**src/rtl/regfile_wb_arbiter.sv**
```systemverilog
// Two-source writeback arbiter for the 2R1W register file write port.
// Optional write-to-read bypass is enabled with `define REGFILE_WB_BYPASS_EN.
module regfile_wb_arbiter #(
    parameter int DLEN       = 32,
    parameter int ALEN       = 5,
    parameter int STARVE_LIM = 4,
    parameter int CNT_W      = 16
) (
    input  logic             clk,
    input  logic             rst,
    input  logic             i_a_valid,
    output logic             o_a_ready,
    input  logic [ALEN-1:0]  i_a_waddr,
    input  logic [DLEN-1:0]  i_a_wdata,
    input  logic             i_b_valid,
    output logic             o_b_ready,
    input  logic [ALEN-1:0]  i_b_waddr,
    input  logic [DLEN-1:0]  i_b_wdata,
    output logic             o_wen,
    output logic [ALEN-1:0]  o_waddr,
    output logic [DLEN-1:0]  o_wdata,
    input  logic [ALEN-1:0]  i_raddr_a,
    input  logic [ALEN-1:0]  i_raddr_b,
    input  logic [DLEN-1:0]  i_rf_rdata_a,
    input  logic [DLEN-1:0]  i_rf_rdata_b,
    output logic [DLEN-1:0]  o_rdata_a,
    output logic [DLEN-1:0]  o_rdata_b,
    output logic [CNT_W-1:0] o_conflict_cnt
);

    localparam int WAIT_W = (STARVE_LIM > 0) ? $clog2(STARVE_LIM + 1) : 1;
    localparam logic [WAIT_W-1:0] WAIT_LIM = WAIT_W'(STARVE_LIM);
    localparam bit GUARD = (STARVE_LIM > 0);

    typedef enum logic {
        PRIO_A,
        FORCE_B
    } state_t;

    state_t            state;
    state_t            state_nxt;
    logic [WAIT_W-1:0] wait_cnt;
    logic [WAIT_W-1:0] wait_nxt;
    logic              a_xfer;
    logic              b_xfer;
    logic              starve;

    always_comb begin
        o_a_ready = 1'b0;
        o_b_ready = 1'b0;
        if (!rst) begin
            unique case (state)
                PRIO_A: begin
                    o_a_ready = 1'b1;
                    o_b_ready = ~i_a_valid;
                end
                FORCE_B: begin
                    o_b_ready = 1'b1;
                end
                default: ;
            endcase
        end
    end

    assign a_xfer = i_a_valid && o_a_ready;
    assign b_xfer = i_b_valid && o_b_ready;

    // Counter saturates at the limit; the state change fires on the edge it gets there.
    always_comb begin
        wait_nxt  = wait_cnt;
        state_nxt = state;
        if (!i_b_valid || b_xfer) begin
            wait_nxt = '0;
        end else if (wait_cnt != WAIT_LIM) begin
            wait_nxt = wait_cnt + 1'b1;
        end
        starve = GUARD && i_b_valid && !b_xfer && (wait_nxt == WAIT_LIM);
        unique case (state)
            PRIO_A: begin
                if (starve) state_nxt = FORCE_B;
            end
            FORCE_B: begin
                if (b_xfer || !i_b_valid) state_nxt = PRIO_A;
            end
            default: state_nxt = PRIO_A;
        endcase
    end

    always_ff @(posedge clk) begin
        if (rst) begin
            state    <= PRIO_A;
            wait_cnt <= '0;
        end else begin
            state    <= state_nxt;
            wait_cnt <= wait_nxt;
        end
    end

    // Writes to x0 are accepted but never reach the register file.
    always_ff @(posedge clk) begin
        if (rst) begin
            o_wen   <= 1'b0;
            o_waddr <= '0;
            o_wdata <= '0;
        end else if (a_xfer) begin
            o_wen   <= |i_a_waddr;
            o_waddr <= i_a_waddr;
            o_wdata <= i_a_wdata;
        end else if (b_xfer) begin
            o_wen   <= |i_b_waddr;
            o_waddr <= i_b_waddr;
            o_wdata <= i_b_wdata;
        end else begin
            o_wen   <= 1'b0;
        end
    end

    always_ff @(posedge clk) begin
        if (rst) begin
            o_conflict_cnt <= '0;
        end else if (i_a_valid && i_b_valid && (o_conflict_cnt != '1)) begin
            o_conflict_cnt <= o_conflict_cnt + 1'b1;
        end
    end

`ifdef REGFILE_WB_BYPASS_EN
    assign o_rdata_a = (o_wen && (o_waddr == i_raddr_a) && (|i_raddr_a))
                       ? o_wdata : i_rf_rdata_a;
    assign o_rdata_b = (o_wen && (o_waddr == i_raddr_b) && (|i_raddr_b))
                       ? o_wdata : i_rf_rdata_b;
`else
    logic raddr_unused;
    assign raddr_unused = ^{i_raddr_a, i_raddr_b};
    assign o_rdata_a    = i_rf_rdata_a;
    assign o_rdata_b    = i_rf_rdata_b;
`endif

endmodule

```
**config.mk**
```make
export PLATFORM = sky130hd
export DESIGN_NAME = regfile_wb_arbiter
export DESIGN_NICKNAME = d
export VERILOG_FILES = /design/src/rtl/regfile_wb_arbiter.sv
export SDC_FILE = /design/constraint.sdc
export NUM_CORES = 1
export LEC_CHECK = 0
export BUFFER_PORTS_ARGS = -buffer_cell sky130_fd_sc_hd__buf_2
export CORE_UTILIZATION = 24
export CTS_CLUSTER_DIAMETER = 150
export DETAILED_ROUTE_END_ITERATION = 8
export PLACE_DENSITY = 0.59
export SYNTH_ARGS = -nofsm -noshare
export SYNTH_HDL_FRONTEND = slang
export SYNTH_SLANG_ARGS = --single-unit
```
**constraint.sdc**
```tcl
create_clock -name clk -period 1.65 [get_ports clk]
set_input_delay 0.33 -clock clk [delete_from_list [all_inputs] [get_ports clk]]
set_output_delay 0.33 -clock clk [all_outputs]
set_load 0.01 [all_outputs]
```
# Word-level counts from Yosys, hierarchy flattened
# Cells that the tools add are included.
# word_totals
input_bits,152
ff_bits,58
# classes
add_sub_neg,2
n_mux,15
bitwise,2
reduce_logical,12
n_eq_ne,3
# op_table
cell,n
2-to-1 mux 32 bit,2
adder 16 x 1 -> 16 bit (second input constant),1
!= test 16 bit (second input constant),1
2-to-1 mux 5 bit,2
OR reduction 5 bit,2
2-to-1 mux 1 bit,7
logical AND 1 bit,6
2-to-1 mux 3 bit,2
one-hot mux 1 bit (2 select lines),2
adder 3 x 1 -> 3 bit (second input constant),1
== test 3 bit (second input constant),1
!= test 3 bit (second input constant),1
logical NOT 1 bit,2
inverter 1 bit,2
nonzero test 2 bit,1
logical OR 1 bit,1

# Logic depth before layout (Yosys ltp)
# depth
depth_word,10
depth_mapped,6

# Worst setup path before layout
# OpenSTA, ideal clock, no wires.
# synth_path
kind,reg-to-reg
startpoint,register o_conflict_cnt[0]
endpoint,register o_conflict_cnt[14]
path_slack_ps,44
synth_period_minus_slack_ps,1606
setup_ps,70
stages_incl_launch_ff,6
required_time_ps,1580
arrival_time_ps,1535
path_cell_list,dfxtp_1 -> ha_1 -> and3_1 -> nand4_1 -> or4_1 -> a21oi_1
# synth_between
elab_chain_cells,2
# synth_lines
element,line_no,text
from (decl),28,output logic [CNT_W-1:0] o_conflict_cnt
from (signal assigned),122,o_conflict_cnt <= o_conflict_cnt + 1'b1;
"parallel branches: the longest is 2 deep, another holds adder 16 x 1 -> 16 bit",n/a,
# Several ways; the timed one is not identified.
# A chain may end at the register's enable or synchronous reset.

# Worst setup path in the final report
# layout_path
startpoint,register o_conflict_cnt[1]
endpoint,register o_conflict_cnt[13]
# The elaborated chain is that of the path after synthesis.

==> results.sh <==
export IMPL_fin_util_pct=31.0
export IMPL_power_density_mw_per_mm2=883
export IMPL_synthXorXnorAreaFrac_pct=0
export IMPL_drive_gt1_share_pct=42.8
export IMPL_grt_util_all_layers_pct=12.3
export IMPL_overflow=0
export IMPL_synth_edf_count=0
export IMPL_yosysTopAreaCell="dfxtp_1"
export IMPL_startpoint_type="register"
export IMPL_cts_root_buf="clkbuf_16"
export IMPL_finalHoldViolCount=0
export IMPL_gp_congestion=0.776
export IMPL_worstPathRequired_ns=1.92
export IMPL_numCtsBuffers=9
export IMPL_cpMaxStageDelayCell="or4_4"
export IMPL_diodes=0
export IMPL_cp_arrival_ns=1.85
export IMPL_dominantRegCellSynth="dfxtp_1"
export IMPL_clock_latency_ns=0.33
export IMPL_cp_max_fo=8
export IMPL_synth_most_common_cell="buf_4"
export IMPL_finalWirelength_um=8310
export IMPL_syn_mean_instance_area_um2=8.96
export IMPL_die_area_mm2=0.0139
export IMPL_hpwl_um=6240
export IMPL_die_h_um=118
export IMPL_finalSetupViolations=0
export IMPL_synthAdderAreaFrac_pct=1.16
export IMPL_area_delta_synth_final_pct=26.6
export IMPL_async_flop_share_pct=0
export IMPL_slowest_delay_ns=0.51
export IMPL_first_pass_iters=4
export IMPL_core_area_mm2=0.0132
export IMPL_synthCells=361
export IMPL_drt_vias_per_instance=4.54
export IMPL_holdWs_ns=0.285
export IMPL_synth_area_mm2=0.00323
export IMPL_ys_warn_count=0
export IMPL_place_port_buffers=133
export IMPL_dr_total_vias=2837
export IMPL_antenna_found_initial=0
export IMPL_synth_top_family_by_area="buffers and inverters"
export IMPL_cp_cell_sequence="buf_4, and4_4, nand4_4, or4_4, a21oi_2"
export IMPL_finalSetupTns_ns=0
export IMPL_end_kind="register"
export IMPL_slew_violations=0
export IMPL_path_class="register to register"
export IMPL_tightest_slew_ns=0.415
export IMPL_ys_seq_area_share_pct=35.9
export IMPL_synth_compound_area_share_pct=13.6
export IMPL_max_freq_mhz=632
export IMPL_skew_ns=0.00494
export IMPL_avgRoutedWirePerCell_um=13.3
export IMPL_muxShareOfSynthArea_pct=13.8
export IMPL_rsz0062_at_grt="yes"
export IMPL_synth_cell_types=38
export IMPL_synthTopCellsByArea="dfxtp_1 36%, buf_4 15%, mux2i_1 12%, a211oi_1 8.6%, nor2_1 5.3%"
export IMPL_h_tree_depth=3
export IMPL_num_rows=42
export IMPL_relSlewSlack_pct=72.1
export IMPL_die_w_um=118
export IMPL_ff2ff_setup_slack_ns=0.07
export IMPL_peakVddDrop_mv=0.471
export IMPL_drcViolationCount=0
export IMPL_grt_pass1_wl_um=13400
export IMPL_leakagePower_uw=0.00191
export IMPL_clock_path_buffers=2
export IMPL_synth_top_cell_area_share_pct=35.9
export IMPL_synth_nets=516
export IMPL_period_minus_slack_ns=1.58
export IMPL_synth_seq_cells=58
export IMPL_fill_cells=1410
export IMPL_cts_tree="done"
export IMPL_drt_iter0_drc=75
export IMPL_synth_simple_area_share_pct=17.6
export IMPL_grt_max_degree=51
export IMPL_fin_nets=603
export IMPL_cts_clk_slew_worst_paths_ns=0.05
export IMPL_hp_class="input pin to register"
export IMPL_ant_nets=0
export IMPL_grt_pass1_vias=2776
export IMPL_boundaryPins=272
export IMPL_ctsHoldBuffers=0
export IMPL_clock_sinks=58
export IMPL_fin_crit_sh_pct=95.9
export IMPL_ys_top_cells_by_count="64 x buf_4, 58 x dfxtp_1, 46 x nor2_1"
export IMPL_status="finished, final reports clean"
export IMPL_initial_core_util_pct=24.5
export IMPL_cap_viol_max_count=0
[area by class of cell]
type / instances / area (µm²) / area share [%]
multi-input combinational: 214 / 1530 / 37.4
sequential: 58 / 1170 / 28.6
timing repair buffer: 160 / 906 / 22.1
clock buffer: 11 / 243 / 5.93
tap: 176 / 220 / 5.38
inverter: 5 / 18.8 / 0.458
clock inverter: 1 / 5.00 / 0.122
[final timing paths]
path,depth (start not counted),start,endpoint
worst max-delay path,5,o_conflict_cnt[1],o_conflict_cnt[13]
worst min-delay path,3,i_a_wdata[26],o_wdata[26]
worst max register to register,5,o_conflict_cnt[1],o_conflict_cnt[13]
worst min register to register,2,o_conflict_cnt[7],o_conflict_cnt[7]
[state kept, by name, indices dropped and copies added, names as in the netlist]
name / flops
wait_cnt: 3
o_wen: 1
state: 1
o_wdata: 32
o_conflict_cnt: 16
o_waddr: 5
[power by group]
group | internal [µW] | switching, µW
clock | 1020 | 596
sequential | 1480 | 39.0
combinational | 238 | 245
total | 2730 | 880
[kinds of logic (layout without fill, tap and decap cells)]
group,after synthesis,in the layout
buffers and inverters,89,177
AOI/OAI and AO/OA,64,64
and+or+nand+nor,103,103
muxes,44,44
DFF,58,58
adders and majority gates,3,3
[timing repair]
action / CTS / global route
pin swaps: 1 / 3
setup endpoints to repair: 2 / 9
gates resized for setup: 2 / 14
buffers inserted: 0 / 1
[per-stage QoR]
stage	std cells	instance area, µm²	total power [µW]	worst slack [ns]
6_report	625	4100	3610	0.0681
5_1_grt	625	4100	3790	-0.00304
4_1_cts	624	4050	3690	0.0191
3_5_place_dp	612	3790	2030	-0.00798
3_3_place_gp	612	3790	2020	0.0345
2_1_floorplan	361	3230	1950	0.0444
[critical path: cells and delay by family (launching register included)]
kind                   cells  cell delay, ns
buffers and inverters      1            0.13
DFF                        1            0.35
and+or+nand+nor            3            0.91
AOI/OAI and AO/OA          1            0.14
[routing by layer]
layer | vias to the layer above | share of wire, % | GRT usage [%] | wire [µm]
li1 | 1402 | - | - | -
met1 | 1292 | 42 | 13.2 | 3460
met2 | 130 | 48 | 20.2 | 3970
met3 | 13 | 8.4 | 5.28 | 698
met4 | 0 | 2.3 | 6.89 | 187
met5 | - | 0 | 0 | 0
[layout by cell type (no fill, tap or decap), types with 2 or more instances in the layout]
cell type	synthesis	layout
buf_2	5	133
clkbuf_16	0	9
nand2b_1	4	3
mux2i_1	40	40
or4_1	6	5
inv_1	5	5
nor2b_1	5	5
buf_4	64	24
nand4_4	1	2
nor2_1	46	46
buf_12	0	3
a21oi_1	13	12
o21ai_1	2	2
nor3_1	7	7
or3_1	3	3
mux2_1	4	4
a211oi_1	37	37
nand2_1	8	8
ha_1	3	2
nand3_1	4	4
dfxtp_2	0	8
dfxtp_1	58	50
and3_1	4	3
o31ai_1	6	6
nand4_1	5	5
o21ai_0	3	3
Power figures use the tool's default switching activity.
